==> config.mk <==
export PLATFORM = sky130hd
export DESIGN_NAME = mem_bus_arbiter
export DESIGN_NICKNAME = d
export VERILOG_FILES = /design/src/rtl/mem_bus_arbiter.sv
export SDC_FILE = /design/constraint.sdc
export NUM_CORES = 1
export LEC_CHECK = 0
export CORE_MARGIN = 1.5
export CORE_UTILIZATION = 42
export CTS_BUF_LIST = sky130_fd_sc_hd__clkbuf_2
export DETAILED_ROUTE_END_ITERATION = 8
export GPL_TIMING_DRIVEN = 0
export PLACE_DENSITY_LB_ADDON = 0.05
export SLEW_MARGIN = 40
export SYNTH_ARGS = -nofsm -noshare
export SYNTH_HDL_FRONTEND = slang
export SYNTH_SLANG_ARGS = --single-unit
==> constraint.sdc <==
create_clock -name clk -period 2.1 [get_ports clk]
set_clock_uncertainty 0.05 [all_clocks]
set_input_delay 0.21 -clock clk [delete_from_list [all_inputs] [get_ports clk]]
set_output_delay 0.21 -clock clk [all_outputs]
set_load 0.02 [all_outputs]
==> src/rtl/mem_bus_arbiter.sv <==
// Arbiter sharing one single-port memory bus between instruction fetch and the
// MEM-stage load/store port; MEM has fixed priority, and every access ends with a one-cycle DONE.
module mem_bus_arbiter #(
    parameter int ADDR_W  = 32,
    parameter int DATA_W  = 32,
    parameter int TIMEOUT = 255
) (
    input  logic              clk,
    input  logic              rst,
    input  logic              flush,
    input  logic              if_req,
    input  logic [ADDR_W-1:0] if_addr,
    output logic [DATA_W-1:0] if_rdata,
    output logic              if_stall,
    input  logic              mem_req,
    input  logic              mem_we,
    input  logic [3:0]        mem_sel,
    input  logic [ADDR_W-1:0] mem_addr,
    input  logic [DATA_W-1:0] mem_wdata,
    output logic [DATA_W-1:0] mem_rdata,
    output logic              mem_stall,
    output logic              bus_err,
    output logic              bus_stb,
    output logic              bus_we,
    output logic [3:0]        bus_sel,
    output logic [ADDR_W-1:0] bus_addr,
    output logic [DATA_W-1:0] bus_wdata,
    input  logic [DATA_W-1:0] bus_rdata,
    input  logic              bus_ack
);

    typedef enum logic [1:0] {IDLE, BUSY, DONE} state_t;
    typedef enum logic [1:0] {OWN_NONE, OWN_IF, OWN_MEM} owner_t;

    localparam logic [7:0] TO_LAST = 8'(TIMEOUT - 1);

    state_t              state_q;
    owner_t              owner_q;
    logic [7:0]          cnt_q;
    logic [7:0]          cnt_d;
    logic                cancel_q;
    logic                bus_err_q;
    logic                bus_stb_q;
    logic                bus_we_q;
    logic [3:0]          bus_sel_q;
    logic [ADDR_W-1:0]   bus_addr_q;
    logic [DATA_W-1:0]   bus_wdata_q;
    logic [DATA_W-1:0]   if_rdata_q;
    logic [DATA_W-1:0]   mem_rdata_q;

    assign cnt_d = cnt_q + 8'd1;

    always_ff @(posedge clk) begin
        if (rst) begin
            state_q     <= IDLE;
            owner_q     <= OWN_NONE;
            cnt_q       <= '0;
            cancel_q    <= 1'b0;
            bus_err_q   <= 1'b0;
            bus_stb_q   <= 1'b0;
            bus_we_q    <= 1'b0;
            bus_sel_q   <= '0;
            bus_addr_q  <= '0;
            bus_wdata_q <= '0;
            if_rdata_q  <= '0;
            mem_rdata_q <= '0;
        end else begin
            bus_err_q <= 1'b0;
            case (state_q)
                IDLE: begin
                    cancel_q <= 1'b0;
                    cnt_q    <= '0;
                    if (mem_req) begin
                        bus_we_q    <= mem_we;
                        bus_sel_q   <= mem_sel;
                        bus_addr_q  <= mem_addr;
                        bus_wdata_q <= mem_wdata;
                        bus_stb_q   <= 1'b1;
                        owner_q     <= OWN_MEM;
                        state_q     <= BUSY;
                    end else if (if_req && !flush) begin
                        bus_we_q   <= 1'b0;
                        bus_sel_q  <= 4'b1111;
                        bus_addr_q <= if_addr;
                        bus_stb_q  <= 1'b1;
                        owner_q    <= OWN_IF;
                        state_q    <= BUSY;
                    end
                end
                BUSY: begin
                    cnt_q <= cnt_d;
                    // A flush landing on the ack cycle itself must also suppress the fetch result.
                    if (flush && owner_q == OWN_IF)
                        cancel_q <= 1'b1;
                    if (bus_ack) begin
                        bus_stb_q <= 1'b0;
                        bus_we_q  <= 1'b0;
                        state_q   <= DONE;
                        if (owner_q == OWN_MEM && !bus_we_q)
                            mem_rdata_q <= bus_rdata;
                        else if (owner_q == OWN_IF && !cancel_q && !flush)
                            if_rdata_q <= bus_rdata;
                    end else if (cnt_q == TO_LAST) begin
                        bus_stb_q <= 1'b0;
                        bus_err_q <= 1'b1;
                        state_q   <= DONE;
                        if (owner_q == OWN_MEM)
                            mem_rdata_q <= '0;
                        else if (owner_q == OWN_IF && !cancel_q && !flush)
                            if_rdata_q <= '0;
                    end
                end
                DONE: begin
                    state_q <= IDLE;
                    owner_q <= OWN_NONE;
                end
                default: begin
                    state_q <= IDLE;
                    owner_q <= OWN_NONE;
                end
            endcase
        end
    end

    assign mem_stall = mem_req & ~(state_q == DONE && owner_q == OWN_MEM);
    assign if_stall  = if_req & ~(state_q == DONE && owner_q == OWN_IF && !cancel_q);

    assign bus_err   = bus_err_q;
    assign bus_stb   = bus_stb_q;
    assign bus_we    = bus_we_q;
    assign bus_sel   = bus_sel_q;
    assign bus_addr  = bus_addr_q;
    assign bus_wdata = bus_wdata_q;
    assign if_rdata  = if_rdata_q;
    assign mem_rdata = mem_rdata_q;

endmodule

==> reports/metrics.yaml <==
drt:
  ant_nets: 0
  via_count: 6496
  totalWireLength_um: 20250
  first_pass_iters: 5
  via_per_inst: 5.256
  drc_errors: 0
  wl_per_cell_um: 16.39
  first_iter_violations: 457
place:
  placed_cells: 1129
  io_buffers: 274
  post-dp-hpwl_um: 14260
  gp_congestion: 0.7973
grt:
  grt_pass1_vias: 6443
  antenna_found_initial: 2
  grt_max_degree: 20
  grt-ovfl-total: 0
  grt_usage_pct: 27.37
  grt_pass1_wl_um: 31550
timing:
  timing.hold.ws_ps: 71.25
  min_period_ps: 2126
  setup_tns_ps: -26.05
  fmax_ghz: 0.4704
  finalMaxSlewViolations: 0
  fin_ws_ps: -26.05
  final-setup-viol-count: 1
  hold_violations: 0
  worst_pin_slew_ps: 643.2
  relSlewSlack_pct: 57.12
  rsz0062_at_grt: "true"
  fin_crit_sh_pct: 101.2
worst_setup_path:
  crit_path_end_kind: "primary output"
  crit_chain: "or3b_4 -> o31a_2 -> buf_6"
  critPathMaxStageDelay_ps: 380
  crit_path_top_delay_cell: "dfxtp_4"
  worstPathRequired_ps: 1840
  cp.arrival_ps: 1870
  start_kind: "register"
  cp_max_fo: 2
  critPathBufInv: 1
  criticalPathCategory: "register to primary output"
  critPathTopFamily: "flip-flops"
cts:
  cts_tree: "done"
  cts_buffer_depth: 2
  clk_latency_ps: 700
  cts_made_buffers: 17
  clkTransAtPathRegs_ps: 200
  cts_max_level: 4
  numClockSinks: 148
  clockRootBuffer: "clkbuf_2"
status:
  violations: "setup timing"
  status: "complete, but fails checks"
logic_synthesis:
  synth_edf_count: 0
  syn-num-nets: 820
  async_reset_ff_share_pct: 0
  ys_warn_count: 0
  ys_seq_area_share_pct: 50.58
  synthCells: 679
  ys_seq_elements: 148
  synth_flop_cell: "dfxtp_1"
  netlist-cell-type-count: 42
  syn_area_per_cell_sq_um: 8.628
  synthesis.area_sq_um: 5858
finish:
  fin_nets: 1186
  fill_cells: 1045
  drive_above_1_share_pct: 6.616
  areaGrowthSynthToFinish_pct: 67.49
  final_cells: 1236
  layout_commonest_cell: "clkdlybuf4s50_1"
  fin_util_pct: 72.94
  final_cell_mix: "clkdlybuf4s50_1 (265), dfxtp_1 (145), nand2_1 (102)"
power:
  power.density_nw_per_um2: 616.6
  ir_drop_uv: 391.3
  p_leak_nw: 3.682
floorplan:
  die_y_um: 121.1
  dieArea_sq_um: 14670
  core_area_sq_um: 13450
  initial_utilization_pct: 43.55
  rows: 42
  die_w_um: 121.1
  io-pin-count: 276
run:
  drv_cap: 0
hold_path:
  hp-class: "primary input to register"
## flip-flops by register name (all words and copies together), names as in the netlist, 2 cells and up
register	count
bus_wdata	32
cnt_q	8
bus_sel	4
bus_addr	32
mem_rdata	32
if_rdata	32
state_q	2
owner_q	2
## cells by family (layout without fill, tap and decap cells)
family,count (synthesis),after routing,share of synthesized area [%]
simple gates,222,222,16.64
compound gates,205,205,20.89
flops,148,148,50.58
buf+inv,65,444,5.254
mux,32,32,5.468
xor+xnor,5,5,0.7475
fa+ha+maj,2,2,0.4271
other cells,0,2,0
## synth_stat cells (2+ instances only)
cell	number	area, sq um
a211oi_1	32	240.2
a21oi_1	96	480.5
a22oi_1	29	217.7
a31oi_1	4	25.02
buf_1	2	7.510
buf_2	15	75.07
buf_6	6	67.56
clkbuf_1	38	142.6
dfxtp_1	148	2963
ha_1	2	25.02
inv_1	4	15.01
mux2i_1	32	320.3
nand2_1	102	382.9
nand2b_1	2	12.51
nand3_1	37	185.2
nand4_1	3	18.77
nor2_1	55	206.5
nor2b_1	4	25.02
nor3_1	8	40.04
o21ai_0	6	30.03
o21ai_1	28	140.1
o21ai_2	2	17.52
or3_1	2	12.51
xor2_1	4	35.03
## worst paths after layout
check        depth (start not counted)           from            end  slack, ps
max                                  3     owner_q[0]       if_stall        -30
min                                  3  bus_rdata[10]   if_rdata[10]         70
max reg2reg                          7       cnt_q[0]   mem_rdata[5]        100
min reg2reg                          2  bus_wdata[10]  bus_wdata[10]        420
## cell type report
class,count,area (sq um),area share (%)
antenna,2,5.005,0.05101
buffer,60,305.3,3.111
clock buffer,18,90.09,0.9181
clock inverter,14,118.9,1.211
inverter,4,15.01,0.1530
multi-input combinational,466,2595,26.45
sequential,148,2969,30.26
tap,176,220.2,2.244
timing repair buffer,348,3493,35.60
## worst register-to-register path: cells and delay by family (launching register included)
| kind | cells | cell delay (ps) |
|---|---|---|
| and+or+nand+nor | 3 | 600 |
| buffers and inverters | 2 | 480 |
| DFF | 1 | 430 |
| adders and majority gates | 1 | 200 |
| AOI/OAI and AO/OA | 1 | 190 |
## where the power goes
| group | switching, mW | leakage, nW | internal [mW] |
|---|---|---|---|
| combinational | 0.710 | 2.34 | 0.760 |
| clock | 0.990 | 0.134 | 0.520 |
| sequential | 0.0966 | 1.21 | 2.97 |
## per-stage QoR
step           setup slack [ps]  total power [mW]  area [sq um]
4_1_cts                  -104.7             6.065          9774
3_5_place_dp             -552.4             4.457          8821
6_report                 -26.05             6.050          9812
3_3_place_gp             -532.7             4.428          8821
2_1_floorplan             415.0             3.735          5858
5_1_grt                  -124.5             6.311          9812
## what timing repair did
item                                    CTS  global route
setup buffers                             4             0
cloned                                    0             0
hold buffers                             70             0
pin swaps                                 1             0
endpoints found under the hold margin    69             0
gates resized for setup                  21            15
endpoints found under the setup margin    5            37
## routing by layer
layer	vias up	wire length [um]	track usage [%]
li1	3116	-	-
met1	3019	7978	30.71
met2	294	9889	47.37
met3	67	1531	7.331
met4	0	853	14.49
met5	-	0	0
Power figures use the tool's default switching activity.
==> RTL change (same settings) <==
Make the reset (`rst`) asynchronous in one clocked block.
--- a/src/rtl/mem_bus_arbiter.sv
+++ b/src/rtl/mem_bus_arbiter.sv
@@ -52,3 +52,3 @@
 
-    always_ff @(posedge clk) begin
+    always_ff @(posedge clk or posedge rst) begin
         if (rst) begin
Function: differs if rst is asserted again (counterexample within 4 cycles, from zero or initial values and one cycle with rst high); with rst held inactive, the same outputs for 4 cycles.
==> RTL change against the unedited design <==
- the flow still finishes with violations (negative setup slack)
- worst setup slack worse by 0.058 ns
- worst hold slack worse by 0.011 ns
- count of clock-buffer cells in the layout unchanged
- sequential share of layout area up 2.0 points
- total power up 120%
- non-clock buffer count down 18
- sequential cell count unchanged
- wire length up 8.1%
- fmax down 2.7%
- area after synthesis up 25%
- final area up 17%
- register-to-register slack better by 0.09 ns
- largest cell class unchanged
- largest power group is now combinational cells
==> RTL change: results (changes against the unedited design) <==
Global route
  • Overall track demand over capacity in global routing: 24.28% (-3.1 points)
  • Grt met2 use: 41.58% (-5.8 points)
  • Vias in the first global route: 6678 (+3.6%)
  • Pin count of the biggest net entering global routing: 27 (+35%)

Logic synthesis
  • Cell types occupying the most area after synthesis: dfrtp_1, mux2_2, mux2_4
  • Part of the Yosys area used for sequential elements: 50.38% (-0.19 points)
  • Synth unique cells: 49 (+17%)
  • Ys flop type: dfrtp_1
  • Synthesized area divided by synthesized cell count: 11.82 um^2 (+37%)
  • Ys async rst share: 100.0% (+100 points)
  • Leading cell types by count after synthesis: dfrtp_1, mux2_2, o21ai_0
  • Net count after synthesis: 763 (-7.0%)

Hold path
  • Worst Hold Path EP: if_rdata[25]
  • Worst min-delay path startpoint: bus_rdata[25]

Placement
  • Placed cell areas: 10510 um^2 (+19%)
  • Placed Cells incl. Taps: 1127 (-0.18%)
  • Worst Setup Slack post-DPL: -0.08163 ns (+0.4707 ns)
  • Global placement routability congestion: 0.7749 (-2.8%)
  • HPWL Detailed: 15.75 mm (+10%)

Clock tree
  • CTS clock-pin slew for the worst setup and hold paths: 0.22 ns (+0.02 ns)

Final layout
  • Post-route insts no fill: 1223 (-1.1%)
  • FILL cells: 1363 (+30%)
  • Share of cells above drive strength 1: 20.08% (+13 points)

Routing
  • Total detailed-routing wirelength: 21.90 mm (+8.1%)
  • Count of TritonRoute iterations in the first routing pass: 6 (+1)
  • Detailed route wirelength on metal2: 10.93 mm (+11%)
  • Number of violations reported at the end of detailed-routing iteration 0: 258 (-44%)
  • Met3 routed WL: 1.688 mm (+10%)

Status
  • Violated checks: negative setup slack
  • Run status: complete, but fails checks

Timing
  • Final setup violation count: 1 (unchanged)
  • Worst slack on hold paths: 0.06019 ns (-0.01106 ns)
  • Slew at the pin with the worst max-slew slack: 0.7591 ns (+0.1159 ns)
  • Sum of negative setup slack: -0.08402 ns (-0.05797 ns)
  • PnR worst setup slack: -0.08402 ns (-0.05797 ns)

Setup path
  • Reg-to-reg setup timing slack: 0.19 ns (+0.09 ns)
  • Data arrival time at the worst-slack endpoint: 1.92 ns (+0.05 ns)
  • Capturing point of the worst reg2reg path: if_rdata[24]
  • FF-to-FF path depth: 6 (-1)

Pwr
  • Leakage power of the design: 5.184 nW (+41%)
==> RTL change: kinds of logic after synthesis <==
family                   synth area share (%)
XOR/XNOR                               0.1192
buffers and inverters                   6.757
AND/OR/NAND/NOR                         11.06
adder cells (fa/ha/maj)                0.3404
flip-flops                              50.38
AO/OA/AOI/OAI                           10.72
multiplexers                            20.61
==> RTL change: how the worst max path moves through the flow <==
stage               slack [ns]        from  depth (start not counted)       endpoint
floorplan                -0.02         rst                          1    bus_addr[0]
global placement         -1.34         rst                          2  bus_wdata[24]
detailed placement       -0.08  owner_q[0]                          4       if_stall
CTS                      -0.16    cancel_q                          3       if_stall
global route             -0.20    cancel_q                          3       if_stall
finish                   -0.08    cancel_q                          3       if_stall
==> RTL change: power breakdown <==
part	switching [mW]	leakage (nW)	internal, mW
clock	1.08	0.129	0.537
sequential	0.708	1.58	3.89
combinational	3.48	3.47	3.66
==> RTL change: worst max-delay path, cell delays in order, from the launching register on <==
cell	delay [ns]
dfrtp_1	0.42
or3b_4	0.40
o31a_1	0.26
buf_6	0.14
==> RTL change: final cells by class <==
| type | count | area [um^2] | share of cell area (%) |
|---|---|---|---|
| antenna | 2 | 5.005 | 0.04353 |
| clock buffer | 18 | 90.09 | 0.7835 |
| inverter | 40 | 153.9 | 1.339 |
| sequential | 148 | 3705 | 32.22 |
| multi-input combinational | 386 | 3151 | 27.40 |
| buffer | 47 | 341.6 | 2.971 |
| clock inverter | 14 | 138.9 | 1.208 |
| tap | 225 | 281.5 | 2.449 |
| timing repair buffer | 343 | 3631 | 31.58 |
==> RTL change: what timing repair did <==
item | 4_1_cts | 5_1_grt
endpoints found under the setup margin | 33 | 73
setup buffers | 8 | 1
hold buffers | 52 | 2
gates cloned | 0 | 0
pin swaps | 2 | 1
gates resized for setup | 44 | 72
hold endpoints to repair | 70 | 2
